$ cat config.mk
export PLATFORM = sky130hd
export DESIGN_NAME = mem_stage
export DESIGN_NICKNAME = d
export VERILOG_FILES = /design/src/rtl/mem_stage_pkg.sv /design/src/rtl/mem_stage_rdata_hold.sv /design/src/rtl/mem_stage.sv
export SDC_FILE = /design/constraint.sdc
export NUM_CORES = 1
export LEC_CHECK = 0
export ABC_AREA = 1
export CAP_MARGIN = 20
export CORE_MARGIN = 2
export CORE_UTILIZATION = 30
export DETAILED_ROUTE_END_ITERATION = 12
export PLACE_DENSITY = 0.71
export SYNTH_ARGS = -nofsm -noshare
export SYNTH_HDL_FRONTEND = slang
export SYNTH_SLANG_ARGS = --single-unit
$ cat constraint.sdc
create_clock -name clk -period 8.8 [get_ports clk]
set_input_delay 1.32 -clock clk [delete_from_list [all_inputs] [get_ports clk]]
set_output_delay 1.32 -clock clk [all_outputs]
set_load 0.01 [all_outputs]
$ cat src/rtl/mem_stage_pkg.sv
// Shared bus widths, field positions and payload layouts for the execute -> mem -> write-back path.
package mem_stage_pkg;

  localparam int unsigned ES_TO_MS_WD = 71;
  localparam int unsigned MS_TO_WS_WD = 70;
  localparam int unsigned MS_FWD_WD   = 39;
  localparam int unsigned DATA_WD     = 32;
  localparam int unsigned REG_IDX_WD  = 5;

  // Field positions so every stage slices the flat buses identically
  localparam int unsigned ES_RF_OR_MEM_BIT = 70;
  localparam int unsigned ES_RF_WE_BIT     = 69;
  localparam int unsigned ES_DEST_LSB      = 64;
  localparam int unsigned ES_PC_LSB        = 32;
  localparam int unsigned WS_RF_WE_BIT     = 69;
  localparam int unsigned WS_DEST_LSB      = 64;
  localparam int unsigned WS_PC_LSB        = 32;
  localparam int unsigned FWD_WE_BIT       = 38;
  localparam int unsigned FWD_IS_LOAD_BIT  = 37;
  localparam int unsigned FWD_DEST_LSB     = 32;

  typedef struct packed {
    logic                  rf_or_mem;
    logic                  rf_we;
    logic [REG_IDX_WD-1:0] dest;
    logic [DATA_WD-1:0]    pc;
    logic [DATA_WD-1:0]    alu_result;
  } es_to_ms_t;

  typedef struct packed {
    logic                  rf_we;
    logic [REG_IDX_WD-1:0] dest;
    logic [DATA_WD-1:0]    pc;
    logic [DATA_WD-1:0]    final_result;
  } ms_to_ws_t;

  typedef struct packed {
    logic                  fwd_we;
    logic                  is_load;
    logic [REG_IDX_WD-1:0] dest;
    logic [DATA_WD-1:0]    value;
  } ms_fwd_t;

endpackage

$ cat src/rtl/mem_stage_rdata_hold.sv
// Keeps SRAM load data stable while write-back stalls: the SRAM word is only valid in
// the first MEM cycle, so it is captured into a one-entry buffer if handoff is blocked.
module mem_stage_rdata_hold
  import mem_stage_pkg::*;
(
  input  logic               clk,
  input  logic               rst,
  input  logic               accept,
  input  logic               ms_valid,
  input  logic               ms_allow_in,
  input  logic               ws_allow_in,
  input  logic [DATA_WD-1:0] data_sram_rdata,
  output logic [DATA_WD-1:0] load_data_c
);

  logic               first_cycle_q, first_cycle_d;
  logic               buf_valid_q,   buf_valid_d;
  logic [DATA_WD-1:0] rdata_buf_q,   rdata_buf_d;
  logic               capture;

  always_comb begin
    first_cycle_d = accept;
    capture       = first_cycle_q && ms_valid && !ws_allow_in;
    buf_valid_d   = buf_valid_q;
    rdata_buf_d   = rdata_buf_q;
    if (capture) begin
      buf_valid_d = 1'b1;
      rdata_buf_d = data_sram_rdata;
    end
    // Leaving the stage (or an empty stage) always releases the buffer
    if (ms_allow_in) begin
      buf_valid_d = 1'b0;
    end
    load_data_c = buf_valid_q ? rdata_buf_q : data_sram_rdata;
  end

  always_ff @(posedge clk) begin
    if (rst) begin
      first_cycle_q <= 1'b0;
      buf_valid_q   <= 1'b0;
    end else begin
      first_cycle_q <= first_cycle_d;
      buf_valid_q   <= buf_valid_d;
    end
  end

  // Data payload carries no reset; buf_valid_q qualifies it
  always_ff @(posedge clk) begin
    rdata_buf_q <= rdata_buf_d;
  end

endmodule

$ cat src/rtl/mem_stage.sv
// Memory-access pipeline stage: registers the execute bundle, merges SRAM load data,
// and drives the write-back bundle plus the decode bypass bus.
module mem_stage
  import mem_stage_pkg::*;
(
  input  logic                   clk,
  input  logic                   rst,
  input  logic                   es_to_ms_valid,
  input  logic [ES_TO_MS_WD-1:0] es_to_ms_bus,
  output logic                   ms_allow_in,
  input  logic                   ws_allow_in,
  output logic                   ms_to_ws_valid,
  output logic [MS_TO_WS_WD-1:0] ms_to_ws_bus,
  input  logic [DATA_WD-1:0]     data_sram_rdata,
  output logic [MS_FWD_WD-1:0]   ms_fwd_bus
);

  es_to_ms_t          r_es_bus_q, r_es_bus_d;
  logic               ms_valid_q, ms_valid_d;
  logic               ms_ready_go;
  logic               accept;
  logic [DATA_WD-1:0] load_data;
  logic [DATA_WD-1:0] final_result;
  ms_to_ws_t          ws_bus;
  ms_fwd_t            fwd_bus;

  always_comb begin
    ms_ready_go    = 1'b1;
    ms_allow_in    = !ms_valid_q || (ms_ready_go && ws_allow_in);
    ms_to_ws_valid = ms_valid_q && ms_ready_go;
    accept         = es_to_ms_valid && ms_allow_in;
    ms_valid_d     = ms_allow_in ? es_to_ms_valid : ms_valid_q;
    r_es_bus_d     = accept ? es_to_ms_t'(es_to_ms_bus) : r_es_bus_q;
  end

  always_ff @(posedge clk) begin
    if (rst) begin
      ms_valid_q <= 1'b0;
    end else begin
      ms_valid_q <= ms_valid_d;
    end
  end

  always_ff @(posedge clk) begin
    r_es_bus_q <= r_es_bus_d;
  end

  mem_stage_rdata_hold u_rdata_hold (
    .clk             (clk),
    .rst             (rst),
    .accept          (accept),
    .ms_valid        (ms_valid_q),
    .ms_allow_in     (ms_allow_in),
    .ws_allow_in     (ws_allow_in),
    .data_sram_rdata (data_sram_rdata),
    .load_data_c     (load_data)
  );

  // Result select and outgoing bundles; the value is final here, so no load-use stall
  always_comb begin
    final_result        = r_es_bus_q.rf_or_mem ? load_data : r_es_bus_q.alu_result;
    ws_bus.rf_we        = r_es_bus_q.rf_we;
    ws_bus.dest         = r_es_bus_q.dest;
    ws_bus.pc           = r_es_bus_q.pc;
    ws_bus.final_result = final_result;
    fwd_bus.fwd_we      = ms_valid_q && r_es_bus_q.rf_we && (r_es_bus_q.dest != REG_IDX_WD'(0));
    fwd_bus.is_load     = ms_valid_q && r_es_bus_q.rf_or_mem;
    fwd_bus.dest        = r_es_bus_q.dest;
    fwd_bus.value       = final_result;
    ms_to_ws_bus        = ws_bus;
    ms_fwd_bus          = fwd_bus;
  end

endmodule
[Word level (Yosys, flattened, before mapping)]
Cells that the tools add are included.
Word-level totals
  register bits after elaboration: 106
  latch bits: 0
  bits in writable memories: 0
  memory bits (read-only): 0
  bits of input ports: 107
  output and inout bits: 111
  logic and storage cells: 22
  memories kept: 0
Operators by class
  add/subtract/negate cells: 0
  multiply operators: 0
  divide/modulo/power cells: 0
  order comparisons: 0
  equal/unequal tests: 0
  shifts and indexed selects: 0
  muxes and demuxes: 2
  bitwise logic cells: 0
  reduce and logical (&&, ||, !) cells: 11
Operator list (number)
  $mux W32: 2
  $logic_and A1 B1 Y1: 6
  $reduce_bool A5 Y1: 1
  $logic_not A1 Y1: 2
  $reduce_or A2 Y1: 1
  $logic_or A1 B1 Y1: 1

[Longest topological paths before layout]
  depth after elaboration: 3
  gate-level depth with buffers: 7
  gate-level depth less buffers: 4

[Modules after synthesis]
Synthesis repeated with hierarchy kept, for this count alone.
Unflattened totals
  cell total of the unflattened synthesis: 410
  area total of the unflattened synthesis: 4883.4 um^2
Modules (own cells, without submodules)
  mem_stage: times used 1, cells each 265, area an instance 3352.0 um^2
  mem_stage_rdata_hold: times used 1, cells each 145, area an instance 1531.5 um^2

[Least setup slack after synthesis]
OpenSTA, ideal clock, no wires.
  path type: input-to-reg
  start point: input port ws_allow_in
  end point: register r_es_bus_q, in the netlist ms_fwd_bus[32], enable pin
  setup time: 0.501 ns
  arrival: 4.355 ns
  data required time: 8.299 ns
  slack: 3.943 ns
  stages on the path: 2
  buffers on the path: 0
  cells stage by stage: nor2_1 -> nor2_1
On the way
  longest elaborated chain between the ends: 2
RTL lines
  from (decl): line mem_stage.sv:11  | input logic ws_allow_in,
  $logic_or A1 B1 Y1: line mem_stage.sv:29  | ms_allow_in = !ms_valid_q || (ms_ready_go && ws_allow_in);
  $logic_and A1 B1 Y1: line mem_stage.sv:31  | accept = es_to_ms_valid && ms_allow_in;
  named net accept: line mem_stage.sv:21  | logic accept;
  to (signal assigned): line mem_stage.sv:45  | r_es_bus_q <= r_es_bus_d;
  to (decl): line mem_stage.sv:18  | es_to_ms_t r_es_bus_q, r_es_bus_d;
The timed path passes the listed nets, and every way through them passes these cells.
A chain may end at the register's enable or synchronous reset.

[Final worst setup path]
  start point: input port ws_allow_in
  end point: output port ms_allow_in
On the way
  longest elaborated chain between the ends: 1
RTL lines
  $logic_or A1 B1 Y1: line mem_stage.sv:29
  to (decl): line mem_stage.sv:10  | output logic ms_allow_in,
No other way between the ends.

==> out/results.ini <==
[outcome]
status = complete, no violations

[sta]
period_share = 0.459
slew_viol_final = 0
timing_hold_violations_final = 0
finClkSkew_ns = 0.00673
rsz_0062_raised_after_global_routing = no
actual_slew_at_the_worst_max_slew_pin_ns = 0.947
min_period_ns = 4.04
setup-tns-final_ns = 0
fmax_mhz = 247
slew_headroom = 0.368
number_of_failing_setup_endpoints_in_the_final_timing_report = 0
worst_slack_ns = 4.76

[clock_network]
cts_max_path_buffers = 2
cts.hold.buffers_added = 0
cts_setup_buffers = 0
cts_buffers = 9
clock_tree_from_tritoncts = done
clkSlewWorstSetupHoldPaths_ns = 0.07
worstSkewPairLatency_ns = 0.35
ctsResizeCount = 0
h-tree-depth = 3
cts_root_buf = sky130_fd_sc_hd__clkbuf_16
sinks_on_clock_net = 106

[global_route]
grt_start_max_net_pins = 72
number_of_global_route_vias_before_repair = 3216
grt_usage = 0.127
antenna_found_initial = 0
grt_pass1_wl_microns = 16300
overflow_left_after_global_routing = 0

[floorplanning]
floorplan.initialDensity = 0.309
fp.dieW_microns = 130
boundaryPins = 218
placementRows = 45
design.die.area_sq_um = 16800
floorplan.core_area_sq_um = 15300
die_h_microns = 130

[synthesis]
synth_ff_type = sky130_fd_sc_hd__edfxtp_1
edff_count_synth = 103
yosys-top-cells-count = sky130_fd_sc_hd__nand2_1, sky130_fd_sc_hd__edfxtp_1, sky130_fd_sc_hd__buf_4, sky130_fd_sc_hd__nor2_1, sky130_fd_sc_hd__inv_1
synth_warn = 0
post-synth-top-area-cell = sky130_fd_sc_hd__edfxtp_1
average_cell_area_after_synthesis_sq_um = 10.8
most_common_cell_in_the_netlist = sky130_fd_sc_hd__nand2_1
yosysTopAreaCellShare = 0.654
yosysSeqAreaShare = 0.666
syn-cell-area_sq_um = 4730
synth_unique_cells = 14
ys_seq_elements = 106
synthTopCellsByArea = sky130_fd_sc_hd__edfxtp_1, sky130_fd_sc_hd__buf_4, sky130_fd_sc_hd__nand2_1, sky130_fd_sc_hd__nor2_1, sky130_fd_sc_hd__inv_1
postSynth.asyncResetShare = 0
netlist_instances = 439
synthesized_nets = 546

[detailed_routing]
drt_pre_antenna_iters = 4
route.detailed.wl_per_inst_microns = 13.5
dr_total_vias = 3242
via_per_inst = 4.06
post-route-drc-count = 0
antenna_violating_nets_left = 0
initialDrtViolationCount = 140
wirelength_microns = 10800

[finish]
finish.net_count = 690
utilization = 0.453
num-fill-cells = 1427
n_antenna_cell = 0
finalInstanceArea_sq_um = 6940
post_route_cells_drive_above_1_share = 0.0391
area_growth_syn_to_layout_pct = 46.7

[placement]
gp_routability_congestion = 0.750
dpl.hpwl_microns = 7470
placed_area_sq_um = 6550
port-buffer-count = 217
place_worst_setup_slack_ns = 4.76

[critical_path]
critPathMaxFanout = 3
worst_ep_required_time_ns = 7.48
start_kind = primary input
worstSetupPathType = in2out
cp.arrival_ns = 2.72
timing.critical_path.to_type = output port

[power_and_ir_drop]
power_density_nw_per_um2 = 179
vdd.ir_drop.worst_v = 0.0000946
p_leak_nw = 2.71
total_power_consumption_of_the_routed_design_mw = 1.24

[job]
cap_viol_max_count = 0

[worst_hold_path]
hold_class = reg2reg

==> area by class of cell <==
type	instances	area, sq um	area share
well taps	211	264	0.0380
clock inverters	4	98.8	0.0142
multi-input cells	205	796	0.115
inverters	40	150	0.0216
flip-flops and latches	106	3150	0.454
repair buffers	221	2230	0.322
clock buffers	12	246	0.0355
==> power by group <==
group	total, mW	switching [mW]	leakage, nW	internal, mW
clock network	0.466	0.179	0.167	0.287
logic	0.189	0.0755	1.54	0.113
registers	0.587	0.00732	1.00	0.580
total	1.24	0.262	2.71	0.981
==> flip-flops by register name, summed over array words and instances (netlist names) <==
register / flops
ms_to_ws_bus: 33
u_rdata_hold.rdata_buf_q: 32
r_es_bus_q: 33
u_rdata_hold.buf_valid_q: 1
ms_to_ws_valid: 1
u_rdata_hold.first_cycle_q: 1
ms_fwd_bus: 5
==> path summary, 6_finish.rpt <==
kind / start / end / slack, ns / depth (start not counted)
min: u_rdata_hold.first_cycle_q$_SDFF_PP0_ / u_rdata_hold.buf_valid_q$_SDFFE_PP0P_ / 0.51 / 2
min reg2reg: u_rdata_hold.first_cycle_q$_SDFF_PP0_ / u_rdata_hold.buf_valid_q$_SDFFE_PP0P_ / 0.51 / 2
max: ws_allow_in / ms_allow_in / 4.76 / 4
max reg2reg: ms_to_ws_valid$_SDFFE_PP0P_ / r_es_bus_q[23]$_DFFE_PP_ / 7.08 / 4
==> through the flow <==
stage | hold WS, ns | cells
after floorplan | 0.487 | 439
final | 0.512 | 799
after global routing | 0.551 | 799
after CTS | 0.512 | 797
after detailed placement | 0.505 | 781
after global placement | 0.503 | 781
==> cells by family (layout without fill, tap and decap cells) <==
kind of cell	count (synthesis)	after routing	share of synthesized area
compound gates	2	2	0.00211
buf+inv	128	277	0.169
flops	106	106	0.666
simple gates	203	203	0.163
==> worst max-delay path, cell delays in order <==
cell                              delay (ns)
sky130_fd_sc_hd__clkdlybuf4s50_1        0.46
sky130_fd_sc_hd__nor2_1                 0.29
sky130_fd_sc_hd__inv_1                  0.14
sky130_fd_sc_hd__clkdlybuf4s50_1        0.51
==> per-layer routing <==
metal  track usage  up-vias  wire length, microns
li1              -     1595                     -
met1         0.136     1507                  4120
met2         0.222      128                  5440
met3        0.0524       12                  1020
met4        0.0550        0                   187
met5             0        -                     0
==> placed cells by master, fill, tap and decap left out, types with 2 or more instances in the layout <==
master	count
sky130_fd_sc_hd__bufinv_16	3
sky130_fd_sc_hd__dfxtp_1	2
sky130_fd_sc_hd__clkdlybuf4s50_1	217
sky130_fd_sc_hd__nor2_1	66
sky130_fd_sc_hd__nor2_4	2
sky130_fd_sc_hd__inv_1	39
sky130_fd_sc_hd__buf_4	2
sky130_fd_sc_hd__clkbuf_16	9
sky130_fd_sc_hd__nand2_1	132
sky130_fd_sc_hd__clkbuf_1	2
sky130_fd_sc_hd__edfxtp_1	103
Power figures use the tool's default switching activity.
